--- src/rtl/debounce_pkg.sv ---
// Shared constants for the debounce bank: board clock rate and default window lengths.
package debounce_pkg;

  localparam int unsigned CLK_HZ                  = 16_000_000;
  localparam int unsigned DEBOUNCE_STABLE_DEFAULT = 512;
  localparam int unsigned DEBOUNCE_HOLD_DEFAULT   = 8_000_000;

  // Converts a duration in milliseconds into clk cycles at the board clock rate.
  function automatic int unsigned cycles_from_ms(input int unsigned ms);
    return (CLK_HZ / 1000) * ms;
  endfunction

endpackage

--- src/rtl/debounce_chan.sv ---
// One debounced channel: two-flop synchroniser, restartable stability counter, level and strobes.
// Long-press strobe is built only when DEBOUNCE_BANK_HOLD_EN is defined; otherwise hold is tied low.
module debounce_chan
  import debounce_pkg::*;
#(
  parameter int unsigned STABLE_CYCLES = DEBOUNCE_STABLE_DEFAULT,
  parameter int unsigned INIT_LEVEL    = 1,
  parameter int unsigned ACTIVE_LEVEL  = 0,
  parameter int unsigned HOLD_CYCLES   = DEBOUNCE_HOLD_DEFAULT
) (
  input  logic clk,
  input  logic rst,
  input  logic in,
  output logic level,
  output logic rise,
  output logic fall,
  output logic hold
);

  localparam int unsigned CNT_W    = $clog2(STABLE_CYCLES);
  localparam logic [CNT_W-1:0] CNT_MAX = CNT_W'(STABLE_CYCLES - 1);
  localparam logic        INIT_BIT = (INIT_LEVEL != 0);

  if (STABLE_CYCLES < 2) begin : g_bad_stable
    $error("debounce_chan: STABLE_CYCLES must be at least 2");
  end
  if (HOLD_CYCLES < 1) begin : g_bad_hold
    $error("debounce_chan: HOLD_CYCLES must be at least 1");
  end
  if (INIT_LEVEL > 1 || ACTIVE_LEVEL > 1) begin : g_bad_level
    $error("debounce_chan: INIT_LEVEL and ACTIVE_LEVEL must be 0 or 1");
  end

  logic             s1;
  logic             s2;
  logic [CNT_W-1:0] cnt;

  // Synchroniser stages s1/s2, then the stability window on s2; the counter
  // restarts on any bounce back to the current level, so it can never wrap.
  always_ff @(posedge clk) begin
    if (rst) begin
      s1    <= INIT_BIT;
      s2    <= INIT_BIT;
      level <= INIT_BIT;
      cnt   <= '0;
      rise  <= 1'b0;
      fall  <= 1'b0;
    end else begin
      s1   <= in;
      s2   <= s1;
      rise <= 1'b0;
      fall <= 1'b0;
      if (s2 == level) begin
        cnt <= '0;
      end else if (cnt == CNT_MAX) begin
        level <= s2;
        cnt   <= '0;
        rise  <= s2;
        fall  <= ~s2;
      end else begin
        cnt <= cnt + CNT_W'(1);
      end
    end
  end

`ifdef DEBOUNCE_BANK_HOLD_EN
  localparam int unsigned HCNT_W = $clog2(HOLD_CYCLES + 1);
  localparam logic [HCNT_W-1:0] HCNT_MAX = HCNT_W'(HOLD_CYCLES);
  localparam logic ACTIVE_BIT = (ACTIVE_LEVEL != 0);

  logic [HCNT_W-1:0] hcnt;

  function automatic logic [HCNT_W-1:0] sat_inc(input logic [HCNT_W-1:0] v);
    return (v == HCNT_MAX) ? v : v + HCNT_W'(1);
  endfunction

  // Hold stage: the registered level is still inactive on the entering edge,
  // so the count starts from zero there and hold lands HOLD_CYCLES later.
  always_ff @(posedge clk) begin
    if (rst) begin
      hcnt <= '0;
      hold <= 1'b0;
    end else begin
      hold <= 1'b0;
      if (level != ACTIVE_BIT) begin
        hcnt <= '0;
      end else begin
        hcnt <= sat_inc(hcnt);
        hold <= (hcnt != HCNT_MAX) && (sat_inc(hcnt) == HCNT_MAX);
      end
    end
  end
`else
  assign hold = 1'b0;
`endif

endmodule

--- src/rtl/debounce_bank.sv ---
// Bank of independent debounced channels for pulled-up buttons and encoder contacts.
// Define DEBOUNCE_BANK_HOLD_EN to build the per-channel long-press (hold) strobe.
module debounce_bank
  import debounce_pkg::*;
#(
  parameter int unsigned CHANNELS      = 4,
  parameter int unsigned STABLE_CYCLES = DEBOUNCE_STABLE_DEFAULT,
  parameter int unsigned INIT_LEVEL    = 1,
  parameter int unsigned ACTIVE_LEVEL  = 0,
  parameter int unsigned HOLD_CYCLES   = DEBOUNCE_HOLD_DEFAULT
) (
  input  logic                clk,
  input  logic                rst,
  input  logic [CHANNELS-1:0] in,
  output logic [CHANNELS-1:0] level,
  output logic [CHANNELS-1:0] rise,
  output logic [CHANNELS-1:0] fall,
  output logic [CHANNELS-1:0] hold
);

  for (genvar i = 0; i < CHANNELS; i++) begin : g_chan
    debounce_chan #(
      .STABLE_CYCLES(STABLE_CYCLES),
      .INIT_LEVEL   (INIT_LEVEL),
      .ACTIVE_LEVEL (ACTIVE_LEVEL),
      .HOLD_CYCLES  (HOLD_CYCLES)
    ) u_chan (
      .clk  (clk),
      .rst  (rst),
      .in   (in[i]),
      .level(level[i]),
      .rise (rise[i]),
      .fall (fall[i]),
      .hold (hold[i])
    );
  end

endmodule

--- config.mk ---
export PLATFORM = sky130hd
export DESIGN_NAME = debounce_bank
export DESIGN_NICKNAME = d
export VERILOG_FILES = /design/src/rtl/debounce_pkg.sv /design/src/rtl/debounce_chan.sv /design/src/rtl/debounce_bank.sv
export SDC_FILE = /design/constraint.sdc
export NUM_CORES = 1
export LEC_CHECK = 0
export CORE_ASPECT_RATIO = 1.75
export CORE_UTILIZATION = 35
export CTS_CLUSTER_SIZE = 8
export DETAILED_ROUTE_END_ITERATION = 10
export GPL_TIMING_DRIVEN = 0
export HOLD_SLACK_MARGIN = 0.02
export PLACE_DENSITY = 0.53
export SYNTH_ARGS = -nofsm -noshare
export SYNTH_HDL_FRONTEND = slang
export SYNTH_SLANG_ARGS = --single-unit
--- constraint.sdc ---
create_clock -name clk -period 1.75 [get_ports clk]
set_input_delay 0.175 -clock clk [delete_from_list [all_inputs] [get_ports clk]]
set_output_delay 0.175 -clock clk [all_outputs]
set_load 0.02 [all_outputs]
* Word-level counts from Yosys, hierarchy flattened *
Index checks and enable logic that the tools add are counted.

operators by class
  $add $sub $neg = 4
  equality and inequality tests = 8
  bitwise gates (word level) = 12
  reductions and logical operators = 12

operator list
  operator             count
  $add 9x1->9 const B  4
  $eq 9x9->1 const B   4
  $reduce_or 3->1      8
  $not 1->1            12
  $reduce_and 2->1     4
  $eq 1x1->1           4

word-level totals
  bits in registers = 56
  input port bits = 6
  output and inout port bits = 16
  word-level logic and storage cells = 60

* Logic depth before layout (Yosys ltp) *
Gate-level depths: netlist of run 1.

  depth in word-level cells = 3
  depth in mapped cells = 7
  depth with buffers taken out = 6

* By module *
From an unflattened synthesis of run 1, not the netlist that was laid out.

second synthesis, totals
  cell total of the unflattened synthesis = 220
  area, all modules = 2157.1 um^2

by module, submodules not included
  module         instances  cells an instance  area an instance (um^2)  sequential area each (um^2)
  debounce_chan  4          55                 539.3                    280.3

* Least setup slack after synthesis of run 1 *
Ideal clock, no wire load.

  path kind = register -> register
  start point = register g_chan[3].u_chan.cnt[0]
  end point = register g_chan[3].u_chan.cnt[5]
  setup time = 70 ps
  arrival = 1568 ps
  data required time = 1680 ps
  path slack = 112 ps
  stages on the path, launching flop included = 8
  buffers on the path = 1
  clock period less this slack = 1638 ps
  cell sequence = dfxtp_1 -> ha_1 -> nand3_1 -> nor3_1 -> ha_1 -> or3_1 -> buf_6 -> a21oi_1

between the ends
  word-level cells in the longest chain between the ends = 2
  elaborated cells on any way between the ends = 3
  classes of those cells = add/sub: 1; eq/ne: 1; reduce/logical: 1

ends and longest elaborated chain
  what                                                                 line                 RTL
  start, declared                                                      debounce_chan.sv:36  logic [CNT_W-1:0] cnt;
  start signal, assigned                                               debounce_chan.sv:61  cnt <= cnt + CNT_W'(1);
  parallel branches: the longest is 2 deep, another holds $add 9x1->9  --

Several ways; the timed one is not identified.
A chain may end at the register's enable or synchronous reset.

* Final worst setup path of run 1 *
  start point = register g_chan[3].u_chan.cnt[0]
  end point = register g_chan[3].u_chan.cnt[7]

The elaborated chain is that of the path after synthesis.

==> results of run 1 <==
## state kept, by name, summed over array words and instances (netlist names)
register and cells:
g_chan.u_chan.cnt 36, g_chan.u_chan.level 4, g_chan.u_chan.fall 4, g_chan.u_chan.rise 4, g_chan.u_chan.s1 4, g_chan.u_chan.s2 4
## cells in the mapped netlist (all sizes together)
cell / count
dfxtp: 56
nor2: 24
buf: 20
or3: 16
nand3: 15
a21oi: 12
inv: 12
o21ai: 12
xnor2: 9
and4bb: 8
ha: 8
nand2: 8
or2: 8
xor2: 7
a211o: 4
nand4: 4
nor2b: 4
nor3: 4
clkbuf: 2
conb: 1
## cell type report
type / count / area [um^2]
buffer: 22 / 173
clock buffer: 5 / 68.8
clock inverter: 1 / 30.0
fill: 639 / 3530
inverter: 12 / 45.0
multi-input combinational: 147 / 968
sequential: 56 / 1130
tap: 80 / 100
timing repair buffer: 19 / 185
## timing repair
item                       CTS  global route
resized for setup            3            10
buffers inserted             0             2
setup endpoints to repair   15            37
pin swaps                    0             0
## cell families (layout without fill, tap and decap cells)
logic type               count (synthesis)  in the layout  share of synthesized area [%]
AND/OR/NAND/NOR                         91             91                           23.3
XOR/XNOR                                16             16                           6.17
flip-flops                              56             56                           49.4
other                                    1              4                          0.165
adder cells (fa/ha/maj)                  8              8                           4.41
AO/OA/AOI/OAI                           28             28                           7.05
buffers and inverters                   34             59                           9.59
## worst paths after layout
path	cells after the start	endpoint	start
worst max-delay path	7	g_chan[3].u_chan.cnt[7]	g_chan[3].u_chan.cnt[0]
worst min-delay path	1	g_chan[1].u_chan.s2	g_chan[1].u_chan.s1
worst max register to register	7	g_chan[3].u_chan.cnt[7]	g_chan[3].u_chan.cnt[0]
worst min register to register	1	g_chan[1].u_chan.s2	g_chan[1].u_chan.s1
## stage by stage
step | TNS (ns) | cell area, um^2
3_3_place_gp | -0.0464 | 2550
2_1_floorplan | 0 | 2280
4_1_cts | 0 | 2660
6_report | 0 | 2700
3_5_place_dp | -0.107 | 2550
5_1_grt | -0.00216 | 2700
## report_power, final
group / total [mW] / switching, mW / internal [mW]
Clock: 0.797 / 0.386 / 0.411
Sequential: 1.29 / 0.00806 / 1.29
Combinational: 0.0620 / 0.0279 / 0.0340
Total: 2.15 / 0.422 / 1.73
## layout by cell type, fill, tap and decap left out, types with 5 or more instances in the layout
| cell type | count |
|---|---|
| xnor2_1 | 9 |
| o21ai_0 | 12 |
| or2_2 | 8 |
| xor2_1 | 7 |
| nor2_1 | 24 |
| inv_1 | 12 |
| dfxtp_1 | 51 |
| nand2_1 | 8 |
| clkbuf_8 | 5 |
| buf_4 | 18 |
| or3_1 | 16 |
| clkdlybuf4s50_1 | 17 |
| and4bb_2 | 8 |
| nand3_1 | 13 |
| a21oi_1 | 12 |
| dfxtp_2 | 5 |
| ha_2 | 6 |
## per-layer routing
metal | global-route usage (%) | up-vias
met5 | 0 | -
met4 | 6.48 | 0
met2 | 18.9 | 22
li1 | - | 824
met3 | 2.53 | 8
met1 | 13.5 | 670
==> results.yml, run 1 <==
outcome:
  outcome: "finished, final reports clean"
sta:
  skew_ns: 0.00750
  setup_viol: 0
  fmax_ghz: 0.605
  hold_viol_final: 0
  hold_ws_ns: 0.417
  slew_viol_final: 0
  setup_ws_ns: 0.0960
  finalCritPeriodShare_pct: 94.5
  fin_crit_ns: 1.65
pwr:
  powerDensity_mw_per_mm2: 798
  p_total_mw: 2.15
  leakagePower_nw: 0.946
  peakVddDrop_uv: 415
floorplanning:
  rows: 38
  initial_core_util_pct: 36.5
  ios: 22
  die_area_mm2: 0.00683
  die_h_um: 109
  die_width_um: 62.9
  core_area_mm2: 0.00623
routing:
  dr.pass1.iters: 4
  met1Wirelength_mm: 1.58
  met3WireLength_um: 96
  avgViaCountPerCell: 4.46
  wirelength_mm: 3.41
  routed.top_layer: "met4"
  post_drt_wl_per_cell_um: 9.97
  route.vias.total: 1524
  drcViolationCount: 0
  wl_met2_mm: 1.65
  ant_nets: 0
  drt_iter0_drc: 66
setup_path:
  critPathArrivalTime_ns: 1.89
  worstPathCellList: "ha_1, nand3_2, nor3_1, ha_2, or3_1, buf_6, a21oi_1"
  path_class: "register to register"
  critPathLaunchType: "register"
  path_max_fanout: 9
  crit_path_end_kind: "register"
  slowest_delay_ns: 0.38
  cp.buffers_inverters: 1
  crit_slowest_cell: "or3_1"
  path_delay_family: "simple AND/OR/NAND/NOR gates"
  required_ns: 1.99
  ff2ff_setup_slack_ns: 0.1
logic_synthesis:
  syn_inst: 234
  ys_seq_area_share_pct: 49.4
  synthTopCellsByArea: "dfxtp_1 49%, buf_4 5.3%, and4bb_2 4.4%, ha_1 4.4%, or3_1 4.4%"
  yosys.area.top_type: "dfxtp_1"
  ys_types: 22
  syn_avg_cell_area_um2: 9.70
  yosys_warnings: 0
  yosysTopAreaCellShare_pct: 49.4
  netlist_area_mm2: 0.00227
  ys_ff_latch: 56
place:
  port-buffer-count: 17
  hpwl_mm: 2.37
  gp_congestion: 0.747
  dp_slack_ns: -0.0318
  dp_cells: 334
grt:
  grt_overflow_total: 0
  grt_pass1_vias: 1405
  grt_pass1_wl_mm: 6.06
  antenna_found_initial: 0
  grt_max_degree: 16
  grtUsageTotal_pct: 11.4
clock_network:
  clock-root-buffer: "clkbuf_8"
  cts_buffer_depth: 2
  clkTransAtPathRegs_ns: 0.09
  hold_buffers: 0
  clk_latency_ns: 0.30
  cts_htree_levels: 2
  cts_buffers: 5
  cts_num_sinks: 56
  cts_tree: "built"
finish:
  nNetsFinal: 277
  diodes: 0
  syn_to_final_growth_pct: 18.8
  post-route-util_pct: 43.3
  layout-drive-gt1-share_pct: 24.0
  final-instance-count-excl-fill: 342
min_path:
  hold_path_class: "register to register"
job:
  maxCapViolations: 0
Power figures use the tool's default switching activity.
==> run 2: changes to the inputs <==
--- a/config.mk
+++ b/config.mk
@@ -7,6 +7,7 @@
 export LEC_CHECK = 0
 export CORE_ASPECT_RATIO = 1.75
 export CORE_UTILIZATION = 35
+export CTS_BUF_LIST = sky130_fd_sc_hd__clkbuf_8
 export CTS_CLUSTER_SIZE = 8
 export DETAILED_ROUTE_END_ITERATION = 10
 export GPL_TIMING_DRIVEN = 0
==> results of run 2 <==
The final DEF is identical to that of run 1; final timing and power are the same.
